==> src/rtl/ex_div_pkg.sv <==
// ex_div_pkg: shared definitions for the execute-stage divider.
//   - funct3 codes for the RV32M divide group
//   - zero constants for data words and register addresses
//   - divider FSM state encoding
//   - hold level that control uses for an execute-stage hold
//   - two's-complement helper used for the signed operand/result fix-up
package ex_div_pkg;

  localparam int DataW = 32;
  localparam int RegW  = 5;

  // funct3 encodings of the divide group
  localparam logic [2:0] INST_DIV  = 3'b100;
  localparam logic [2:0] INST_DIVU = 3'b101;
  localparam logic [2:0] INST_REM  = 3'b110;
  localparam logic [2:0] INST_REMU = 3'b111;

  localparam logic [DataW-1:0] ZeroWord = '0;
  localparam logic [RegW-1:0]  ZeroReg  = '0;

  // Hold level the control block applies when the execute stage stalls
  localparam logic [2:0] HoldEx = 3'b011;

  typedef enum logic [1:0] {
    S_IDLE  = 2'b00,
    S_START = 2'b01,
    S_CALC  = 2'b10,
    S_END   = 2'b11
  } div_state_e;

  function automatic logic [DataW-1:0] twos_neg(input logic [DataW-1:0] v);
    return (~v) + DataW'(1);
  endfunction

endpackage

==> src/rtl/ex_div_step.sv <==
// ex_div_step: one combinational restoring-division step.
//   rem_i     : partial remainder before this step (always < divisor_i)
//   bit_i     : next dividend bit shifted into the partial remainder
//   divisor_i : divisor magnitude
//   rem_o     : partial remainder after compare/subtract
//   q_bit_o   : quotient bit produced by this step
module ex_div_step #(
  parameter int W = 32
) (
  input  logic [W-1:0] rem_i,
  input  logic         bit_i,
  input  logic [W-1:0] divisor_i,
  output logic [W-1:0] rem_o,
  output logic         q_bit_o
);

  logic [W:0] partial;
  logic [W:0] diff;

  // The partial remainder can reach 2*divisor-1, so compare in W+1 bits.
  // Either result then fits back into W bits.
  assign partial = {rem_i, bit_i};
  assign diff    = partial - {1'b0, divisor_i};
  assign q_bit_o = (partial >= {1'b0, divisor_i});
  assign rem_o   = q_bit_o ? diff[W-1:0] : partial[W-1:0];

endmodule

==> src/rtl/ex_div.sv <==
// ex_div: iterative restoring divider for RV32M DIV/DIVU/REM/REMU.
//   clk, rst         : clock, asynchronous active-low reset
//   dividend_i       : rs1 value from ID/EX
//   divisor_i        : rs2 value from ID/EX
//   op_i             : funct3 selecting DIV/DIVU/REM/REMU
//   start_i          : one-cycle request from the execute decoder
//   reg_waddr_i      : destination register
//   abort_i          : flush; cancels the operation in flight
//   result_o         : quotient or remainder, held between operations
//   ready_o          : one-cycle pulse when result_o/reg_waddr_o are valid
//   reg_waddr_o      : destination register captured with the request
//   busy_o           : high whenever the FSM is not idle
//   hold_req_o       : pipeline hold request to control
module ex_div
  import ex_div_pkg::*;
#(
  parameter int DATA_W = 32
) (
  input  logic              clk,
  input  logic              rst,
  input  logic [DATA_W-1:0] dividend_i,
  input  logic [DATA_W-1:0] divisor_i,
  input  logic [2:0]        op_i,
  input  logic              start_i,
  input  logic [RegW-1:0]   reg_waddr_i,
  input  logic              abort_i,
  output logic [DATA_W-1:0] result_o,
  output logic              ready_o,
  output logic [RegW-1:0]   reg_waddr_o,
  output logic              busy_o,
  output logic              hold_req_o
);

  localparam int CntW = $clog2(DATA_W);
  localparam logic [CntW-1:0] LastCnt = CntW'(DATA_W - 1);

  div_state_e        state_q, state_d;
  logic [DATA_W-1:0] dividend_q, divisor_q, quot_q, rem_q, result_q;
  logic [2:0]        op_q;
  logic [RegW-1:0]   waddr_q, waddr_out_q;
  logic [CntW-1:0]   count_q;
  logic              neg_quot_q, neg_rem_q, busy_q;

  logic              op_signed, op_rem, div_zero, enter_end;
  logic [DATA_W-1:0] step_rem, quot_fin, quot_signed, rem_signed;
  logic              step_q_bit;

  assign op_signed = (op_q == INST_DIV) || (op_q == INST_REM);
  assign op_rem    = (op_q == INST_REM) || (op_q == INST_REMU);
  assign div_zero  = (divisor_q == ZeroWord);
  assign enter_end = (state_d == S_END) && (state_q != S_END);

  ex_div_step #(.W(DATA_W)) u_step (
    .rem_i     (rem_q),
    .bit_i     (dividend_q[DATA_W-1]),
    .divisor_i (divisor_q),
    .rem_o     (step_rem),
    .q_bit_o   (step_q_bit)
  );

  // Final quotient includes the bit produced by the last CALC step, so the
  // signed result is ready on the same edge that enters END.
  assign quot_fin    = {quot_q[DATA_W-2:0], step_q_bit};
  assign quot_signed = neg_quot_q ? twos_neg(quot_fin) : quot_fin;
  assign rem_signed  = neg_rem_q  ? twos_neg(step_rem) : step_rem;

  // State register
  always_ff @(posedge clk or negedge rst) begin
    if (!rst) state_q <= S_IDLE;
    else      state_q <= state_d;
  end

  // Next-state logic; abort wins over every other transition
  always_comb begin
    state_d = state_q;
    case (state_q)
      S_IDLE:  if (start_i && !abort_i) state_d = S_START;
      S_START: if (abort_i)             state_d = S_IDLE;
               else if (div_zero)       state_d = S_END;
               else                     state_d = S_CALC;
      S_CALC:  if (abort_i)             state_d = S_IDLE;
               else if (count_q == LastCnt) state_d = S_END;
      S_END:                            state_d = S_IDLE;
      default:                          state_d = S_IDLE;
    endcase
  end

  // Outputs; ready is gated so a flush in END drops the write-back
  always_comb begin
    ready_o    = (state_q == S_END) && !abort_i;
    hold_req_o = ((state_q == S_IDLE) && start_i && !abort_i) ||
                 (state_q == S_START) || (state_q == S_CALC);
  end

  // Datapath
  always_ff @(posedge clk or negedge rst) begin
    if (!rst) begin
      dividend_q  <= ZeroWord;
      divisor_q   <= ZeroWord;
      quot_q      <= ZeroWord;
      rem_q       <= ZeroWord;
      result_q    <= ZeroWord;
      op_q        <= 3'b000;
      waddr_q     <= ZeroReg;
      waddr_out_q <= ZeroReg;
      count_q     <= '0;
      neg_quot_q  <= 1'b0;
      neg_rem_q   <= 1'b0;
      busy_q      <= 1'b0;
    end else begin
      busy_q <= (state_d != S_IDLE);
      case (state_q)
        S_IDLE: if (start_i && !abort_i) begin
          dividend_q <= dividend_i;
          divisor_q  <= divisor_i;
          op_q       <= op_i;
          waddr_q    <= reg_waddr_i;
        end
        S_START: if (!div_zero) begin
          dividend_q <= (op_signed && dividend_q[DATA_W-1]) ? twos_neg(dividend_q) : dividend_q;
          divisor_q  <= (op_signed && divisor_q[DATA_W-1])  ? twos_neg(divisor_q)  : divisor_q;
          neg_quot_q <= op_signed && (dividend_q[DATA_W-1] ^ divisor_q[DATA_W-1]);
          neg_rem_q  <= op_signed && dividend_q[DATA_W-1];
          quot_q     <= ZeroWord;
          rem_q      <= ZeroWord;
          count_q    <= '0;
        end
        S_CALC: begin
          dividend_q <= {dividend_q[DATA_W-2:0], 1'b0};
          rem_q      <= step_rem;
          quot_q     <= quot_fin;
          count_q    <= count_q + CntW'(1);
        end
        default: ;
      endcase

      // Outputs change only on entry to END
      if (enter_end) begin
        waddr_out_q <= waddr_q;
        if (state_q == S_START)
          result_q <= op_rem ? dividend_q : '1;   // divide by zero
        else
          result_q <= op_rem ? rem_signed : quot_signed;
      end
    end
  end

  assign result_o    = result_q;
  assign reg_waddr_o = waddr_out_q;
  assign busy_o      = busy_q;

endmodule

==> config.mk <==
export PLATFORM = sky130hd
export DESIGN_NAME = ex_div
export DESIGN_NICKNAME = d
export VERILOG_FILES = /design/src/rtl/ex_div_pkg.sv /design/src/rtl/ex_div_step.sv /design/src/rtl/ex_div.sv
export SDC_FILE = /design/constraint.sdc
export NUM_CORES = 1
export LEC_CHECK = 0
export CAP_MARGIN = 10
export CORE_UTILIZATION = 60
export DETAILED_ROUTE_END_ITERATION = 12
export PLACE_DENSITY = 0.84
export SLEW_MARGIN = 20
export SYNTH_ARGS = -nofsm -noshare
export SYNTH_HDL_FRONTEND = slang
export SYNTH_SLANG_ARGS = --single-unit
==> constraint.sdc <==
create_clock -name clk -period 7.82 [get_ports clk]
set_clock_uncertainty 0.1 [all_clocks]
set_input_delay 1.173 -clock clk [delete_from_list [all_inputs] [get_ports clk]]
set_output_delay 1.173 -clock clk [all_outputs]
set_load 0.01 [all_outputs]
==> results of run 1 <==
final timing paths:
path                                   to  cells after the start
hold reg to reg            reg_waddr_o[2]                      2
setup / recovery             result_o[26]                     19
max in group asynchronous       rem_q[20]                      2
setup reg to reg             result_o[26]                     19
min in group asynchronous    divisor_q[4]                      1
hold / removal             reg_waddr_o[2]                      2
layout make-up:
cell class                 instances  area share
timing repair buffer             128     0.08069
multi-input combinational       1354      0.5461
clock inverter                    15     0.01389
clock buffer                      17     0.02746
inverter                          63     0.01527
tap                              280     0.02262
sequential                       182      0.2940
placed cells by master (no fill, tap or decap), drive strengths merged, types with 24 or more instances in the layout:
master / synthesis / routed
o31ai: 26 / 26
nand2: 238 / 238
dfrtp: 182 / 182
o211ai: 32 / 32
nand3: 46 / 46
a21oi: 122 / 122
xnor2: 46 / 46
ha: 44 / 44
clkdlybuf4s50: 0 / 114
o21ai: 213 / 213
nor4: 24 / 24
or3: 24 / 24
o22ai: 37 / 37
a22o: 34 / 34
xor2: 39 / 39
nor2: 99 / 99
inv: 62 / 70
nor3: 43 / 43
per-stage QoR:
| step | hold WS [ns] | std cells | area [µm²] |
|---|---|---|---|
| after floorplan | 0.3331 | 1723 | 13720 |
| after global placement | 0.3397 | 2007 | 14840 |
| after detailed placement | 0.3588 | 2007 | 14840 |
| after CTS | 0.3752 | 2039 | 15480 |
| after global routing | 0.3943 | 2039 | 15490 |
| final | 0.3766 | 2039 | 15490 |
critical path, stage by stage, from the launching register on:
cell	delay, ns
dfrtp_1	0.41
inv_1	0.09
ha_1	0.49
a21oi_1	0.27
and2_1	0.26
a21boi_1	0.20
o31ai_4	0.49
nand2_4	0.42
inv_1	0.22
mux2i_1	0.34
ha_1	0.23
inv_1	0.10
a311oi_2	0.29
nand4_1	0.19
or4_1	0.61
o31a_1	0.34
or2_1	0.28
o31ai_2	0.27
xnor2_1	0.14
o221ai_1	0.12
routing by layer:
metal | wire (µm) | part of all wire
met4 | 1437 | 0.033
met3 | 4424 | 0.10
met2 | 19560 | 0.45
met1 | 18210 | 0.42
met5 | 0 | 0
where the power goes:
| part | switching [mW] | internal [mW] |
|---|---|---|
| Combinational | 1.90 | 1.12 |
| Sequential | 0.436 | 1.24 |
| Clock | 0.469 | 0.471 |
registers in the layout (all words and copies together) (netlist names):
name,count
busy_o,1
count_q,5
dividend_q,32
divisor_q,32
neg_quot_q,1
neg_rem_q,1
op_q,3
quot_q,31
reg_waddr_o,5
rem_q,32
result_o,32
state_q,2
waddr_q,5
kinds of logic after synthesis:
| logic type | Yosys count | share of synthesized area |
|---|---|---|
| xor gates and xnor gates | 85 | 0.05425 |
| AOI/OAI and AO/OA | 610 | 0.2874 |
| adders and majority gates | 45 | 0.04158 |
| muxes | 33 | 0.02517 |
| DFF | 182 | 0.3319 |
| buffers and inverters | 187 | 0.05544 |
| and+or+nand+nor | 581 | 0.2042 |
==> results.txt, run 1 <==
Post-DRT Antenna Nets -> 0
Placeable Area -> 22090 µm²
full die area -> 23480 µm²
critical path fanouts, max -> 42
layout cells sized above 1 -> 0.05287
CTS sink count -> 182
Cell variety after synth -> 88
Starting Density -> 0.6211
final core occ -> 0.7012
setup bufs post-CTS -> 0
DP Worst Slack -> 1.991 ns
Post-route DRC -> 0
Leakage Power -> 6.532 nW
Crit. End Element -> flop
CTS tree -> yes
Min Clock Period, post-route -> 6.021 ns
top cells by area, synth -> dfrtp_1, o21ai_0, nand2_1
vias in the first global route -> 12860
IO Pins -> 116
Final GP Congestion -> 1.005
ANT cells -> 0
number of gates resized after cts -> 0
type of the worst setup path -> reg -> reg
min-delay src -> waddr_q[2]
Setup TNS -> 0 ns
Final setup violation count -> 0
max frequency -> 166.1 MHz
Die H -> 153.2 µm
Root Buffer -> clkbuf_16
initial DRC count -> 1531
Max Root-Sink Buffers -> 2
IO Port Bufs -> 115
number of synthesized flops with an enable pin -> 0
Slew Limit Fails -> 0
CP arrival -> 6.22 ns
GRT overflow -> 0
Synth Area per Inst -> 7.964 µm²
total CTS buffers -> 17
Slew HR -> 0.2834
initial antenna violation count -> 0
final WL -> 43.62 mm
Seq/Total Area, Yosys -> 0.3319
Design Power -> 5.645 mW
top_reg_cell synth -> dfrtp_1
run status -> complete, no violations
Hold Buf Count CTS -> 0
fin crit share -> 0.7700
routed len/inst -> 21.39 µm
clk slew on worst S/H paths -> 0.09 ns
clock latency at the later pin of the worst-skew pair -> 0.45 ns
largest net degree at the start of global routing -> 74
Post-Syn Area -> 13720 µm²
Worst setup SP type -> flop
Worst Hold Class -> reg -> reg
row count -> 54
final hold vios -> 0
Reg2Reg Setup Slack -> 1.80 ns
P&R area growth vs syn -> 12.89%
VDD IR-drop max -> 0.3340 mV
first-pass GRT wire length -> 69.61 mm
RSZ-0062 raised after global routing -> no
Slew @ Worst Pin -> 1.072 ns
Yosys top cell area share -> 0.3319
DP HPWL -> 31.43 mm
Synth Register Bits -> 182
max cap viols -> 0
drt pass-1 iters -> 6
worst r2r src -> divisor_q[4]
number of synthesis warnings -> 0
final setup margin -> 1.799 ns
multi-input logic area -> 8459 µm²
cell taking the most area after synthesis -> dfrtp_1
via/cell ratio -> 6.864
Die X -> 153.2 µm
Post-synth top cells -> nand2_1, o21ai_0, dfrtp_1, a21oi_1, nor2_1
worst path required time -> 8.02 ns
GR met2 Demand/Resource -> 0.5780
Power Dens Cells -> 364.4 nW/µm²
met1 usage in global routing -> 0.5207
vias -> 14000
Async SR Flop Fraction -> 1.000
gr busiest metal -> met2
gr usage total -> 0.3754
Final nets -> 1867
syn nets -> 1844
crit path launch -> divisor_q[4]
Synth Instances -> 1723
met3 Use GR -> 0.08137
top-count cell post-synth -> nand2_1
FILL cells -> 1792
H-tree levels -> 4
FF+latch area -> 4554 µm²
Note: power is estimated with default switching activity, not from simulation.
==> run 2, diff against run 1 <==
- CORE_UTILIZATION: 60 -> 54
- PLACE_DENSITY: 0.84 -> 0.8
- clock period: 7.82 -> 5.5 ns (I/O delays scaled with it)
==> results.txt, run 2 (synthesis gave the netlist of run 1 again) <==
Starting Density -> 0.5577
Post-DRT Antenna Nets -> 0
layout cells sized above 1 -> 0.06685
total CTS buffers -> 17
Die X -> 161.4 µm
gr usage total -> 0.3510
fin crit share -> 0.9551
Min Clock Period, post-route -> 5.253 ns
VDD IR-drop max -> 0.4408 mV
Crit. End Element -> flop
full die area -> 26050 µm²
final WL -> 45.03 mm
run status -> complete, no violations
post-layout instance count excluding filler cells -> 2104
RSZ-0062 raised after global routing -> no
Die H -> 161.4 µm
via/cell ratio -> 6.625
commonest cells after routing, fill and taps aside -> nand2_1, o21ai_0, dfrtp_1
Post-route DRC -> 0
Hold Buf Count CTS -> 0
critical path fanouts, max -> 6
largest net degree at the start of global routing -> 127
CP max-delay cell -> or4_1
vias -> 13940
DP HPWL -> 32.48 mm
Power Dens Cells -> 517.3 nW/µm²
Setup TNS -> 0 ns
critical path's top delay family -> simple AND/OR/NAND/NOR gates
drt pass-1 iters -> 7
type of the worst setup path -> reg -> reg
Worst Hold Class -> in -> async
Leakage Power -> 6.618 nW
CTS tree -> yes
most used cell along the critical path -> inv_1
Final nets -> 1888
Slew Limit Fails -> 0
initial DRC count -> 1599
most common cell after layout, fill and taps aside -> nand2_1
Final GP Congestion -> 0.9787
DP Worst Slack -> 0.2274 ns
IO Port Bufs -> 115
worst path required time -> 5.70 ns
Critical Path, Cell by Cell -> inv_1 -> ha_1 -> nand4b_1 -> buf_4 -> nor4_2 -> a41oi_1 -> and4_1 -> nand2_4 -> inv_1 -> mux2i_1 -> ha_1 -> inv_1 -> a311oi_2 -> nand4_1 -> or4_1 -> o31a_1 -> or2_1 -> o31ai_2 -> xnor2_1 -> o221ai_1
final hold vios -> 0
initial antenna violation count -> 0
Root Buffer -> clkbuf_16
max frequency -> 190.4 MHz
CP arrival -> 5.45 ns
Slew HR -> 0.2837
Max Root-Sink Buffers -> 2
P&R area growth vs syn -> 14.40%
final setup margin -> 0.2471 ns
IO Pins -> 116
max cap viols -> 0
clk slew on worst S/H paths -> 0.08 ns
routed len/inst -> 21.40 µm
Post-Place Cells -> 2071
worst path bufs/invs -> 4
Slew @ Worst Pin -> 1.074 ns
Final setup violation count -> 0
FILL cells -> 2116
row count -> 57
Placeable Area -> 24600 µm²
vias in the first global route -> 12960
H-tree levels -> 4
GRT overflow -> 0
Worst path max stage delay -> 0.60 ns
CTS sink count -> 182
clock latency at the later pin of the worst-skew pair -> 0.45 ns
first-pass GRT wire length -> 71.66 mm
Worst setup SP type -> flop
ANT cells -> 0
-- run 2: cell count changes in the layout (fill, tap and decap cells not counted), moves of 2 or more --
| cell | before | now |
|---|---|---|
| buf_4 | 13 | 33 |
| clkinv_8 | 6 | 3 |
| ha_2 | 0 | 3 |
| inv_8 | 1 | 4 |
| clkinv_4 | 0 | 2 |
| dfrtp_1 | 182 | 180 |
| dfrtp_2 | 0 | 2 |
| ha_1 | 43 | 41 |
| inv_6 | 5 | 3 |
-- run 2: power breakdown --
group          internal, mW  total, mW  switching, mW  leakage [nW]
Clock                 0.667       1.33          0.662         0.305
Sequential             1.77       2.40          0.633          2.32
Combinational          1.64       4.39           2.75          3.99
-- run 2: final timing paths --
check                                 endpoint  cells after the start  slack, ns           from
min in group clk                reg_waddr_o[1]                      2       0.37     waddr_q[1]
worst min register to register  reg_waddr_o[1]                      2       0.37     waddr_q[1]
max in group asynchronous        divisor_q[31]                      2       3.93            rst
worst min-delay path             divisor_q[26]                      1       0.23            rst
worst max register to register    result_o[26]                     20       0.25  divisor_q[31]
worst max-delay path              result_o[26]                     20       0.25  divisor_q[31]
-- run 2: what timing repair did --
| item | CTS | global route |
|---|---|---|
| setup endpoints to repair | 0 | 7 |
| setup buffers | 0 | 1 |
| resized for setup | 0 | 7 |
-- run 2: area by class of cell --
cell class,count,area [µm²],area share
Multi-Input combinational cell,1354,8453,0.5385
Sequential cell,182,4557,0.2903
Timing Repair Buffer,149,1420,0.09047
Clock buffer,17,425.4,0.02710
Tap cell,324,405.4,0.02582
Inverter,63,236.5,0.01506
Clock inverter,15,200.2,0.01275
-- run 2: layer usage --
layer / part of all wire / GRT usage / up-vias
met1: 0.43 / 0.4928 / 6668
met5: 0 / 0 / -
met4: 0.027 / 0.1072 / 0
met2: 0.45 / 0.5351 / 745
li1: - / - / 6437
met3: 0.094 / 0.08218 / 89
-- run 2: stage by stage --
stage                       util  hold slack, ns  power (mW)  area (µm²)
after floorplan                -          0.3331       5.252       13720
after global placement    0.6115          0.3418       6.557       15050
after detailed placement  0.6115          0.3597       6.674       15050
after CTS                 0.6370          0.2533       7.999       15670
after global routing      0.6380          0.2649       8.683       15700
final                     0.6380          0.2317       8.120       15700
